### src/rtl/fpmult_accumulator_if.sv
// Product-stream / dot-product-result bundle for fpmult_accumulator.
//   recv_*  : product beats from the multiplier (val/rdy, last closes a burst)
//   send_*  : saturated burst sum, saturation flag and beat count (val/rdy)
// Modports:
//   master : the surrounding system (drives beats, consumes results)
//   slave  : the accumulator
interface fpmult_accumulator_if #(
  parameter int n = 32,
  parameter int g = 8
);
  logic         recv_val;
  logic         recv_rdy;
  logic [n-1:0] recv_msg;
  logic         recv_last;

  logic         send_val;
  logic         send_rdy;
  logic [n-1:0] send_msg;
  logic         send_sat;
  logic [g:0]   send_cnt;

  modport master (
    output recv_val, recv_msg, recv_last, send_rdy,
    input  recv_rdy, send_val, send_msg, send_sat, send_cnt
  );

  modport slave (
    input  recv_val, recv_msg, recv_last, send_rdy,
    output recv_rdy, send_val, send_msg, send_sat, send_cnt
  );
endinterface

### src/rtl/fpmult_accumulator.sv
// Sums a 'last'-delimited burst of n-bit fixed-point products into one
// saturated n-bit dot-product result with a saturating beat count.
// Ports:
//   clk    : rising-edge clock
//   reset  : synchronous, active-high
//   bus    : fpmult_accumulator_if.slave (recv_* beats in, send_* result out)
// Parameters: n data width, d fractional bits (format only), sign
// (1 = two's complement, 0 = unsigned), g accumulator guard bits.
//
// state | meaning
// ------+-----------------------------------------------------------
// ACCUM | accepting beats, accumulating into acc
// DONE  | result presented on send_*, held until send_rdy
module fpmult_accumulator #(
  parameter int n    = 32,
  parameter int d    = 16,
  parameter int sign = 1,
  parameter int g    = 8
) (
  input  logic                 clk,
  input  logic                 reset,
  fpmult_accumulator_if.slave  bus
);

  localparam int aw = n + g;

  // The binary point never moves through a sum, so d only has to be sane.
  if (d < 0 || d > n) begin : g_bad_frac
    $error("fpmult_accumulator: d must lie within [0, n]");
  end

  typedef enum logic {ACCUM, DONE} state_t;

  state_t        state;
  state_t        state_next;

  logic [aw-1:0] acc;
  logic [g:0]    cnt;
  logic          sat_sticky;

  logic          accept;
  logic [aw-1:0] ext_msg;
  logic [aw:0]   sum_wide;
  logic [aw-1:0] acc_sum;
  logic          acc_clamp;
  logic [n-1:0]  res_msg;
  logic          res_clamp;
  logic [g:0]    cnt_inc;

  // Ready is held low through reset, so accept is derived from state and
  // reset directly rather than from the ready output.
  assign accept = bus.recv_val && (state == ACCUM) && !reset;

  always_comb begin
    ext_msg   = '0;
    sum_wide  = '0;
    acc_sum   = '0;
    acc_clamp = 1'b0;
    res_msg   = '0;
    res_clamp = 1'b0;

    if (sign != 0) begin
      ext_msg  = {{g{bus.recv_msg[n-1]}}, bus.recv_msg};
      sum_wide = {acc[aw-1], acc} + {ext_msg[aw-1], ext_msg};
      acc_sum  = sum_wide[aw-1:0];
      // Signed overflow: the extra carry bit disagrees with the result sign.
      if (sum_wide[aw] != sum_wide[aw-1]) begin
        acc_clamp = 1'b1;
        acc_sum   = sum_wide[aw] ? {1'b1, {(aw-1){1'b0}}} : {1'b0, {(aw-1){1'b1}}};
      end
      res_msg = acc_sum[n-1:0];
      // Fits in n bits only if the guard bits are copies of the n-bit sign.
      if (acc_sum[aw-1:n-1] != {(g+1){acc_sum[aw-1]}}) begin
        res_clamp = 1'b1;
        res_msg   = acc_sum[aw-1] ? {1'b1, {(n-1){1'b0}}} : {1'b0, {(n-1){1'b1}}};
      end
    end else begin
      ext_msg  = {{g{1'b0}}, bus.recv_msg};
      sum_wide = {1'b0, acc} + {1'b0, ext_msg};
      acc_sum  = sum_wide[aw-1:0];
      if (sum_wide[aw]) begin
        acc_clamp = 1'b1;
        acc_sum   = '1;
      end
      res_msg = acc_sum[n-1:0];
      if (acc_sum[aw-1:n] != '0) begin
        res_clamp = 1'b1;
        res_msg   = '1;
      end
    end
  end

  assign cnt_inc = (&cnt) ? cnt : cnt + 1'b1;

  always_ff @(posedge clk) begin
    if (reset) begin
      state <= ACCUM;
    end else begin
      state <= state_next;
    end
  end

  always_comb begin
    state_next   = state;
    bus.recv_rdy = 1'b0;
    bus.send_val = 1'b0;
    case (state)
      ACCUM: begin
        bus.recv_rdy = !reset;
        if (accept && bus.recv_last) begin
          state_next = DONE;
        end
      end
      DONE: begin
        bus.send_val = 1'b1;
        if (bus.send_rdy) begin
          state_next = ACCUM;
        end
      end
      default: state_next = ACCUM;
    endcase
  end

  always_ff @(posedge clk) begin
    if (reset) begin
      acc          <= '0;
      cnt          <= '0;
      sat_sticky   <= 1'b0;
      bus.send_msg <= '0;
      bus.send_sat <= 1'b0;
      bus.send_cnt <= '0;
    end else if (accept) begin
      acc        <= acc_sum;
      cnt        <= cnt_inc;
      sat_sticky <= sat_sticky | acc_clamp;
      // The closing beat is already folded into the result it is loaded with.
      if (bus.recv_last) begin
        bus.send_msg <= res_msg;
        bus.send_sat <= sat_sticky | acc_clamp | res_clamp;
        bus.send_cnt <= cnt_inc;
      end
    end else if (state == DONE && bus.send_rdy) begin
      acc        <= '0;
      cnt        <= '0;
      sat_sticky <= 1'b0;
    end
  end

endmodule
### src/flat_wrapper.sv
// flat-port wrapper written by rule: the top's interface ports become plain ports
module fpmult_accumulator_flat 
#(
  parameter int n    = 32,
  parameter int d    = 16,
  parameter int sign = 1,
  parameter int g    = 8
)
  (clk, reset, bus_recv_val, bus_recv_msg, bus_recv_last, bus_send_rdy, bus_recv_rdy, bus_send_val, bus_send_msg, bus_send_sat, bus_send_cnt);
  fpmult_accumulator_if #(.n(n), .g(g)) bus_i ();
  input  logic clk;
  input  logic reset;
  input wire logic [$bits(bus_i.recv_val)-1:0] bus_recv_val;
  input wire logic [$bits(bus_i.recv_msg)-1:0] bus_recv_msg;
  input wire logic [$bits(bus_i.recv_last)-1:0] bus_recv_last;
  input wire logic [$bits(bus_i.send_rdy)-1:0] bus_send_rdy;
  output wire logic [$bits(bus_i.recv_rdy)-1:0] bus_recv_rdy;
  output wire logic [$bits(bus_i.send_val)-1:0] bus_send_val;
  output wire logic [$bits(bus_i.send_msg)-1:0] bus_send_msg;
  output wire logic [$bits(bus_i.send_sat)-1:0] bus_send_sat;
  output wire logic [$bits(bus_i.send_cnt)-1:0] bus_send_cnt;
  assign bus_i.recv_val = bus_recv_val;
  assign bus_i.recv_msg = bus_recv_msg;
  assign bus_i.recv_last = bus_recv_last;
  assign bus_i.send_rdy = bus_send_rdy;
  assign bus_recv_rdy = bus_i.recv_rdy;
  assign bus_send_val = bus_i.send_val;
  assign bus_send_msg = bus_i.send_msg;
  assign bus_send_sat = bus_i.send_sat;
  assign bus_send_cnt = bus_i.send_cnt;
  fpmult_accumulator #(.n(n), .d(d), .sign(sign), .g(g)) u_core (.clk(clk), .reset(reset), .bus(bus_i));
endmodule
### config.mk
export PLATFORM = sky130hd
export DESIGN_NAME = fpmult_accumulator_flat
export DESIGN_NICKNAME = d
export VERILOG_FILES = /design/src/rtl/fpmult_accumulator_if.sv /design/src/rtl/fpmult_accumulator.sv /design/src/flat_wrapper.sv
export SDC_FILE = /design/constraint.sdc
export NUM_CORES = 1
export LEC_CHECK = 0
export ABC_AREA = 0
export CORE_MARGIN = 2
export CORE_UTILIZATION = 45
export DETAILED_ROUTE_END_ITERATION = 10
export PLACE_DENSITY = 0.67
export SYNTH_ARGS = -nofsm -noshare
export SYNTH_HDL_FRONTEND = slang
export SYNTH_SLANG_ARGS = --single-unit
### constraint.sdc
create_clock -name clk -period 9.3 [get_ports clk]
set_clock_uncertainty 0.1 [all_clocks]
set_input_delay 1.86 -clock clk [delete_from_list [all_inputs] [get_ports clk]]
set_output_delay 1.86 -clock clk [all_outputs]
set_load 0.1 [all_outputs]
Word-level counts from Yosys, hierarchy flattened
Cells that the tools add are included.
- $add $sub $neg: 2
- multiply operators: 0
- div/mod/pow operators: 0
- magnitude comparators: 0
- equality and inequality tests: 2
- shifts and indexed selects: 0
- multiplexer cells: 18
- bitwise operators: 3
- reductions and logical operators: 8
- operators by type and width (cell ; number):
    2-to-1 mux 40 bit ; 4
    2-to-1 mux 32 bit ; 2
    adder 40 x 32 -> 41 bit ; 1
    2-to-1 mux 9 bit ; 3
    adder 9 x 1 -> 9 bit (second input constant) ; 1
    AND reduction 9 bit ; 1
    2-to-1 mux 1 bit ; 8
    != test 8 bit ; 1
    logical AND 1 bit ; 4
    OR 1 bit ; 2
    one-hot mux 1 bit (2 select lines) ; 1
    AND reduction 2 bit ; 1
    nonzero test 2 bit ; 1
    zero test 1 bit ; 1
    != test 1 bit ; 1
    NOT 1 bit ; 1
- flip-flop bits (word level): 93
- latch bits: 0
- memory bits (writable): 0
- memory bits (read-only): 0
- input port bits: 37
- output and inout bits: 44
- word-level logic and storage cells: 40
- memories: 0

Depth between registers and ports, before layout
Gate-level depths: netlist of run 1.
- depth in word-level cells: 6
- gate-level depth with buffers: 14
- depth with buffers taken out: 13

Worst setup path before layout of run 1
Ideal clock, no wire load.
- path kind: input -> output
- from: input port reset
- to: output port bus_recv_rdy
- arrival time: 3.179 ns
- required time: 7.340 ns
- setup slack: 4.161 ns
- cell stages on the path: 1
- buffers on the path: 0
- cell sequence: nor2_1
- longest elaborated chain between the ends: 2
- RTL lines (item ; line ; RTL):
    from (decl) ; flat_wrapper.sv:12 ; input logic reset;
    zero test 1 bit ; fpmult_accumulator.sv:109 ; bus.recv_rdy = !reset;
    2-to-1 mux 1 bit ; fpmult_accumulator.sv:107 ; case (state)
    to (decl) ; flat_wrapper.sv:17 ; output wire logic [$bits(bus_i.recv_rdy)-1:0] bus_recv_rdy;
Every way passes these cells.

Worst setup path in the final report of run 1
- from: input port bus_recv_msg[31]
- to: register u_core.acc[18]
- longest elaborated chain between the ends: 4
- elaborated cells on any way between the ends: 5
- those cells by class: add/sub (1); eq/ne (1); mux (3)
- RTL lines (item ; line ; RTL):
    from (decl) ; flat_wrapper.sv:14 ; input wire logic [$bits(bus_i.recv_msg)-1:0] bus_recv_msg;
    adder 40 x 32 -> 41 bit * ; fpmult_accumulator.sv:64 ; sum_wide = {acc[aw-1], acc} + {ext_msg[aw-1], ext_msg};
    2-to-1 mux 40 bit / != test 1 bit (equally long branches) ; fpmult_accumulator.sv:69, fpmult_accumulator.sv:67 ;
    2-to-1 mux 40 bit * ; fpmult_accumulator.sv:67 ; if (sum_wide[aw] != sum_wide[aw-1]) begin
    2-to-1 mux 40 bit * ; fpmult_accumulator.sv:132 ; end else if (accept) begin
    to (signal assigned) ; fpmult_accumulator.sv:133 ; acc <= acc_sum;
    to (decl) ; fpmult_accumulator.sv:37 ; logic [aw-1:0] acc;
Every way passes the cells marked *; elsewhere a longest branch is shown, timed or not.
A chain may end at the register's enable or synchronous reset.

==> results of run 1 <==
[logic make-up (layout without fill, tap and decap cells)]
family,count (synthesis),count (layout),synth area share [%]
flops,93,93,29.55
mux,2,2,0.3177
fa+ha+maj,45,45,8.936
xor+xnor,39,39,5.540
buf+inv,56,112,3.713
compound gates,282,282,29.79
simple gates,295,295,22.16
[stage by stage]
step / cell area, sq um / hold WS (ps)
2_1_floorplan: 6301 / 335.6
3_3_place_gp: 7183 / 358.0
3_5_place_dp: 7183 / 362.7
4_1_cts: 7475 / 370.5
5_1_grt: 7475 / 405.3
6_report: 7475 / 368.3
[critical path, stage by stage]
cell and delay (ps):
clkdlybuf4s50_1 610, ha_1 520, a21oi_1 210, o21ai_1 160, a221oi_1 430, a31o_2 260
o2111ai_1 120, o21ai_1 390, nand2_1 680, o21ai_0 510, o21ai_0 140, and2_1 180
[synth_stat cells (7+ instances only)]
master	instances	share of area, %
o21ai_0	75	6.0
nand2b_1	9	0.89
clkbuf_1	28	1.7
a311o_1	7	1.1
inv_1	11	0.66
o21a_1	7	0.83
a211oi_1	36	4.3
nor3_1	15	1.2
xnor2_1	24	3.3
buf_2	15	1.2
a22oi_1	15	1.8
nand3_1	15	1.2
ha_1	41	8.1
and2_1	28	2.8
nand2_1	78	4.6
a2bb2oi_1	9	1.3
dfxtp_1	93	30
a21oi_1	62	4.9
o211ai_1	13	1.5
nand4_1	9	0.89
and3_1	16	1.6
a21o_1	8	0.95
nor2_1	101	6.0
xor2_1	14	1.9
o21ai_1	11	0.87
[final timing paths]
path                            cells after the start                endpoint  slack (ps)
worst max-delay path                               12          u_core.acc[18]        3360
worst min-delay path                                2  u_core.bus.send_cnt[0]         370
worst max register to register                     14          u_core.acc[18]        5100
worst min register to register                      2  u_core.bus.send_cnt[0]         370
[power by group through the flow]
stage / combinational [mW] / clock, mW / sequential (mW)
after floorplan: 0.279 / 0 / 0.521
after global placement: 0.479 / 0 / 0.453
after detailed placement: 0.483 / 0 / 0.453
after CTS: 0.487 / 0.374 / 0.444
after global routing: 0.528 / 0.392 / 0.447
final: 0.493 / 0.372 / 0.445
[flip-flops by register name, indices dropped and copies added, names as in the netlist]
| register | flops |
|---|---|
| u_core.bus.send_cnt | 9 |
| u_core.state | 1 |
| u_core.cnt | 9 |
| u_core.bus.send_sat | 1 |
| u_core.sat_sticky | 1 |
| u_core.bus.send_msg | 32 |
| u_core.acc | 40 |
[per-layer routing]
metal | share of wire, % | GRT usage, % | wire (microns) | vias to the layer above
met4 | 1.8 | 7.040 | 354 | 0
met3 | 7.9 | 5.855 | 1564 | 32
li1 | - | - | - | 3076
met2 | 43 | 39.13 | 8486 | 222
met5 | 0 | 0 | 0 | -
met1 | 47 | 38.53 | 9395 | 2939
[cell type report]
class	count	share of cell area [%]
Multi-Input combinational cell	663	56.41
Inverter	11	0.5524
Sequential cell	93	24.91
Timing Repair Buffer	85	11.22
Clock inverter	5	0.7867
Tap cell	180	3.013
Clock buffer	11	3.113
[cell usage in the layout (no fill, tap or decap), drive strengths merged, types with 17 or more instances in the layout]
master         Yosys  final
dfxtp             93     93
ha                41     41
and2              28     28
clkdlybuf4s50      0     80
a211oi            36     36
a21oi             64     64
xnor2             24     24
nor3              17     17
o21ai             86     86
nor2             101    101
nand2             78     78
==> parameters.txt, run 1 <==
Parameter                              Value

Status
  Run status    completed

Final layout
  Area added between synthesis and finish    18.63%
  Fraction of layout instances using a drive strength above 1    4.378%
  Area occupied by multi-input gates    0.004217 sq mm
  Final Non-Filler Cells    1048
  Fillcell total    1320
  Area of all sequential standard cells    0.001862 sq mm
  Final core area utilization    54.27%
  Total Nets Final    942
  Antenna diode instance count    0

Timing
  Worst-Margin Slew    1218 ps
  RSZ-0062 raised after global routing    false
  Total negative slack    0 ps
  Final Max Tran Viols    0
  Worst relative slew slack    18.65%
  Post-route minimum period    5938 ps
  Total setup violations reported at the end of the flow    0
  Post-route setup slack    3362 ps
  FMAX    168.4 MHz
  Share of the cycle needed by the critical path after routing    63.85%
  Final hold viol count    0

Worst setup path
  Critical Path AT    6090 ps
  Peak fanout along the critical path    26
  Worst Setup Start Kind    input pin
  Worst setup path category    input pin to register
  R2R Path Start    u_core.acc[0]
  Data required time of the worst path    9450 ps
  CP startpoint    bus_recv_msg[31]
  Critical Path Sink Type    register

Pwr
  Overall power    1.310 mW
  Internal Power    796.3 uW
  Maximum vdd drop    0.1085 mV
  Power per unit of standard cell area    175.2 mW/mm^2
  NetSw    513.3 uW
  Part of the total power dissipated in combinational logic    37.6%
  Fraction of power consumed by the clock network    28.4%
  Leakage power of the design    2.875 nW
  Flop pwr share    34.0%
  Sw Ratio    39.20%

Placed design
  Post-Place Worst Slack    3083 ps
  Dpl hpwl    14740 microns
  Global placement routability congestion    0.9885
  Port bufs    80
  Total instance count after detailed placement    1032

Route
  Via count    6269
  Detailed-routing iteration count for the pre-antenna-repair pass    5
  Final routed wirelength across all metal layers    19800 microns
  Drt via density    5.982
  Remaining DRCs    0
  Number of routed nets with antenna violations    0
  Count of routing violations after the opening detailed-route iteration    539
  Mean routed wirelength per cell    18.89 microns

GRT
  Largest net degree at the start of global routing    44
  Number of global-route vias before repair    5717
  Antenna violations before repair    0
  Overflow after GRT    0
  Wire length of the first global-routing pass    30680 microns
  Aggregate global-route resource usage    26.42%

CTS
  Quantity of gates resized following cts    0
  Clock transition time at the flip-flop clock pins of the worst setup and hold paths    70 ps
  Setup repair bufs after CTS    0
  Library cell used as clock root buffer    clkbuf_16
  Depth of the CTS H-tree    3
  Clock Tree Buf Depth    2
  TritonCTS clock tree    done
  Number of clock buffers inserted by TritonCTS    9
  CTS sink cnt    93
  Hold buffers post-CTS    0
  Insertion delay of the later-clocked pin in the worst-skew pair    350 ps

Synth
  Net Count, Synth    891
  Fraction of registers with async set/reset    0%
  Synth warnings    0
  Main flop type after synthesis    dfxtp_1
  Synthesized netlist cell count    812
  Proportion of synthesized chip area in sequential cells    29.55%
  Synthesized area per cell    7.760 sq um
  Seq cells post-synth    93
  Count of flip-flops with a built-in enable after synthesis    0
  Combined area of all synthesized cells    0.006301 sq mm
  Number of distinct standard cells referenced by the synthesized netlist    69

Job
  Max Cap Violations    0

Floorplan
  Core area    0.01377 sq mm
  Initial core utilization    45.75%
  Total number of placement rows    43
  Width of the die    122.3 microns
  Area of the die    0.01496 sq mm
  Vert. Die Dim    122.3 microns
  Num ports    81

Worst hold path
  Hold wc startpoint    u_core.bus.send_cnt[0]
  Hold Path Class    register to register
No activity file was read; power rests on OpenSTA's default activity.
==> run 2: changes to the inputs <==
PLACE_DENSITY = 0.7   (was 0.67)
clock period = 4.9 ns   (was 9.3 ns; I/O delays follow)
==> run 2 against run 1 <==
Compared with the run above: via count rose by 2.6%; routed wire length fell by 0.69%; flip-flop and latch count did not move; register-to-register slack got worse by 4000 ps; count of clock-buffer cells in the layout rose by 1; critical path type unchanged; hold slack got worse by 8.6 ps; core utilization rose by 2.1 points; final area rose by 3.8%; final cell count rose by 3.2%.
==> parameters.txt, run 2 (synthesized netlist as in run 1, its figures left out) <==
Parameter                              Value

Final layout
  Highest-count cells in the layout ignoring fill and taps    nor2_1, dfxtp_1, clkdlybuf4s50_1
  Top register by number of flip-flops    u_core.acc
  Largest registers    u_core.acc (40), u_core.bus.send_msg (32)
  Fraction of layout instances using a drive strength above 1    7.982%
  Fillcell total    1331
  Final core area utilization    56.32%
  Leading cell type in the layout, fill and taps excluded    nor2_1
  Area added between synthesis and finish    23.11%
  Largest register FFs    40
  Antenna diode instance count    0
  Total Nets Final    976
  Final Non-Filler Cells    1082

Placed design
  Port bufs    80
  Total instance count after detailed placement    1066
  Dpl hpwl    14490 microns
  Global placement routability congestion    0.9928

GRT
  Antenna violations before repair    0
  Largest net degree at the start of global routing    42
  Wire length of the first global-routing pass    31880 microns
  Number of global-route vias before repair    6142
  Overflow after GRT    0
  Aggregate global-route resource usage    27.23%

Pwr
  Power per unit of standard cell area    334.9 mW/mm^2
  Leakage power of the design    3.055 nW
  Maximum vdd drop    0.2235 mV
  Overall power    2.598 mW

Route
  Final routed wirelength across all metal layers    19660 microns
  Drt via density    5.945
  Mean routed wirelength per cell    18.17 microns
  Remaining DRCs    0
  Via count    6432
  Count of routing violations after the opening detailed-route iteration    580
  Number of routed nets with antenna violations    0
  Detailed-routing iteration count for the pre-antenna-repair pass    5

CTS
  Number of clock buffers inserted by TritonCTS    9
  Quantity of gates resized following cts    0
  Depth of the CTS H-tree    3
  Setup repair bufs after CTS    0
  Clock transition time at the flip-flop clock pins of the worst setup and hold paths    60 ps
  Clock Tree Buf Depth    2
  Hold buffers post-CTS    0
  CTS sink cnt    93
  TritonCTS clock tree    done
  Library cell used as clock root buffer    clkbuf_16
  Insertion delay of the later-clocked pin in the worst-skew pair    360 ps

Timing
  RSZ-0062 raised after global routing    false
  Final hold viol count    0
  Total negative slack    0 ps
  Smallest hold slack    359.7 ps
  Final Max Tran Viols    0
  Post-route minimum period    4563 ps
  Worst-Margin Slew    1003 ps
  Share of the cycle needed by the critical path after routing    93.11%
  Worst relative slew slack    32.90%
  Total setup violations reported at the end of the flow    0
  FMAX    219.2 MHz

Worst setup path
  Worst Setup Start Kind    input pin
  Cells along the critical path    clkdlybuf4s50_1 -> ha_1 -> a21oi_1 -> o21ai_1 -> a221oi_1 -> a31o_2 -> a21boi_0 -> xor2_1 -> nor2_1 -> a32o_2 -> buf_12 -> a311o_1
  Worst setup path category    input pin to register
  Data required time of the worst path    5050 ps
  Cell at the slowest stage of the critical path    clkdlybuf4s50_1
  Critical Path AT    4710 ps
  Critical Path Sink Type    register
  Peak fanout along the critical path    17
  Peak per-stage delay on the critical path    510 ps

Floorplan
  Initial core utilization    45.75%
  Vert. Die Dim    122.3 microns
  Num ports    81
  Width of the die    122.3 microns
  Area of the die    0.01496 sq mm
  Total number of placement rows    43
  Core area    0.01377 sq mm

Worst hold path
  Hold Path Class    register to register

Job
  Max Cap Violations    0

Status
  Run status    completed
==> run 2: changes by cell type in the layout (fill, tap and decap cells not counted), sizes merged <==
cell and delta:
inv -1, bufinv +1, buf +35, clkdlybuf4s50 -1, clkinvlp -1, clkbuf +1
==> run 2: worst max-delay path, delay by kind of cell <==
kind	cells	cell delay (ps)
AO/OA/AOI/OAI	7	2170
buffers and inverters	2	670
adder cells (fa/ha/maj)	1	410
XOR/XNOR	1	300
AND/OR/NAND/NOR	1	170
==> run 2: routing by layer <==
| layer | up-vias | track usage, % | part of all wire (%) |
|---|---|---|---|
| li1 | 3132 | - | - |
| met2 | 274 | 38.96 | 42 |
| met3 | 37 | 4.972 | 8.6 |
| met5 | - | 0 | 0 |
| met4 | 0 | 10.20 | 2.6 |
| met1 | 2989 | 40.33 | 47 |
==> run 2: worst paths after layout <==
kind                                             start                      to  slack (ps)  cells after the start
worst min register to register  u_core.bus.send_cnt[0]  u_core.bus.send_cnt[0]         360                      2
worst max-delay path                  bus_recv_msg[31]  u_core.bus.send_msg[0]         340                     12
worst min-delay path            u_core.bus.send_cnt[0]  u_core.bus.send_cnt[0]         360                      2
worst max register to register          u_core.acc[29]  u_core.bus.send_msg[0]        1140                     11
==> run 2: final cells by class <==
class / instances / area (sq um) / share of cell area [%]
clock buffers: 12 / 236.5 / 3.048
clock inverters: 4 / 72.57 / 0.9355
inverters: 11 / 41.29 / 0.5323
multi-input cells: 663 / 4217 / 54.35
flip-flops and latches: 93 / 1862 / 24.00
well taps: 180 / 225.2 / 2.903
repair buffers: 119 / 1104 / 14.23
==> run 2: power by group <==
group	switching [mW]	leakage, nW	internal [mW]
clock network	0.315	0.147	0.447
logic	0.637	2.15	0.359
registers	0.0339	0.759	0.807
total	0.986	3.05	1.61
==> run 2: through the flow <==
step | setup slack (ps) | area [sq um]
2_1_floorplan | 919.9 | 6301
3_3_place_gp | 123.7 | 7448
3_5_place_dp | 116.7 | 7448
4_1_cts | 431.9 | 7757
5_1_grt | 136.5 | 7757
6_report | 337.5 | 7757
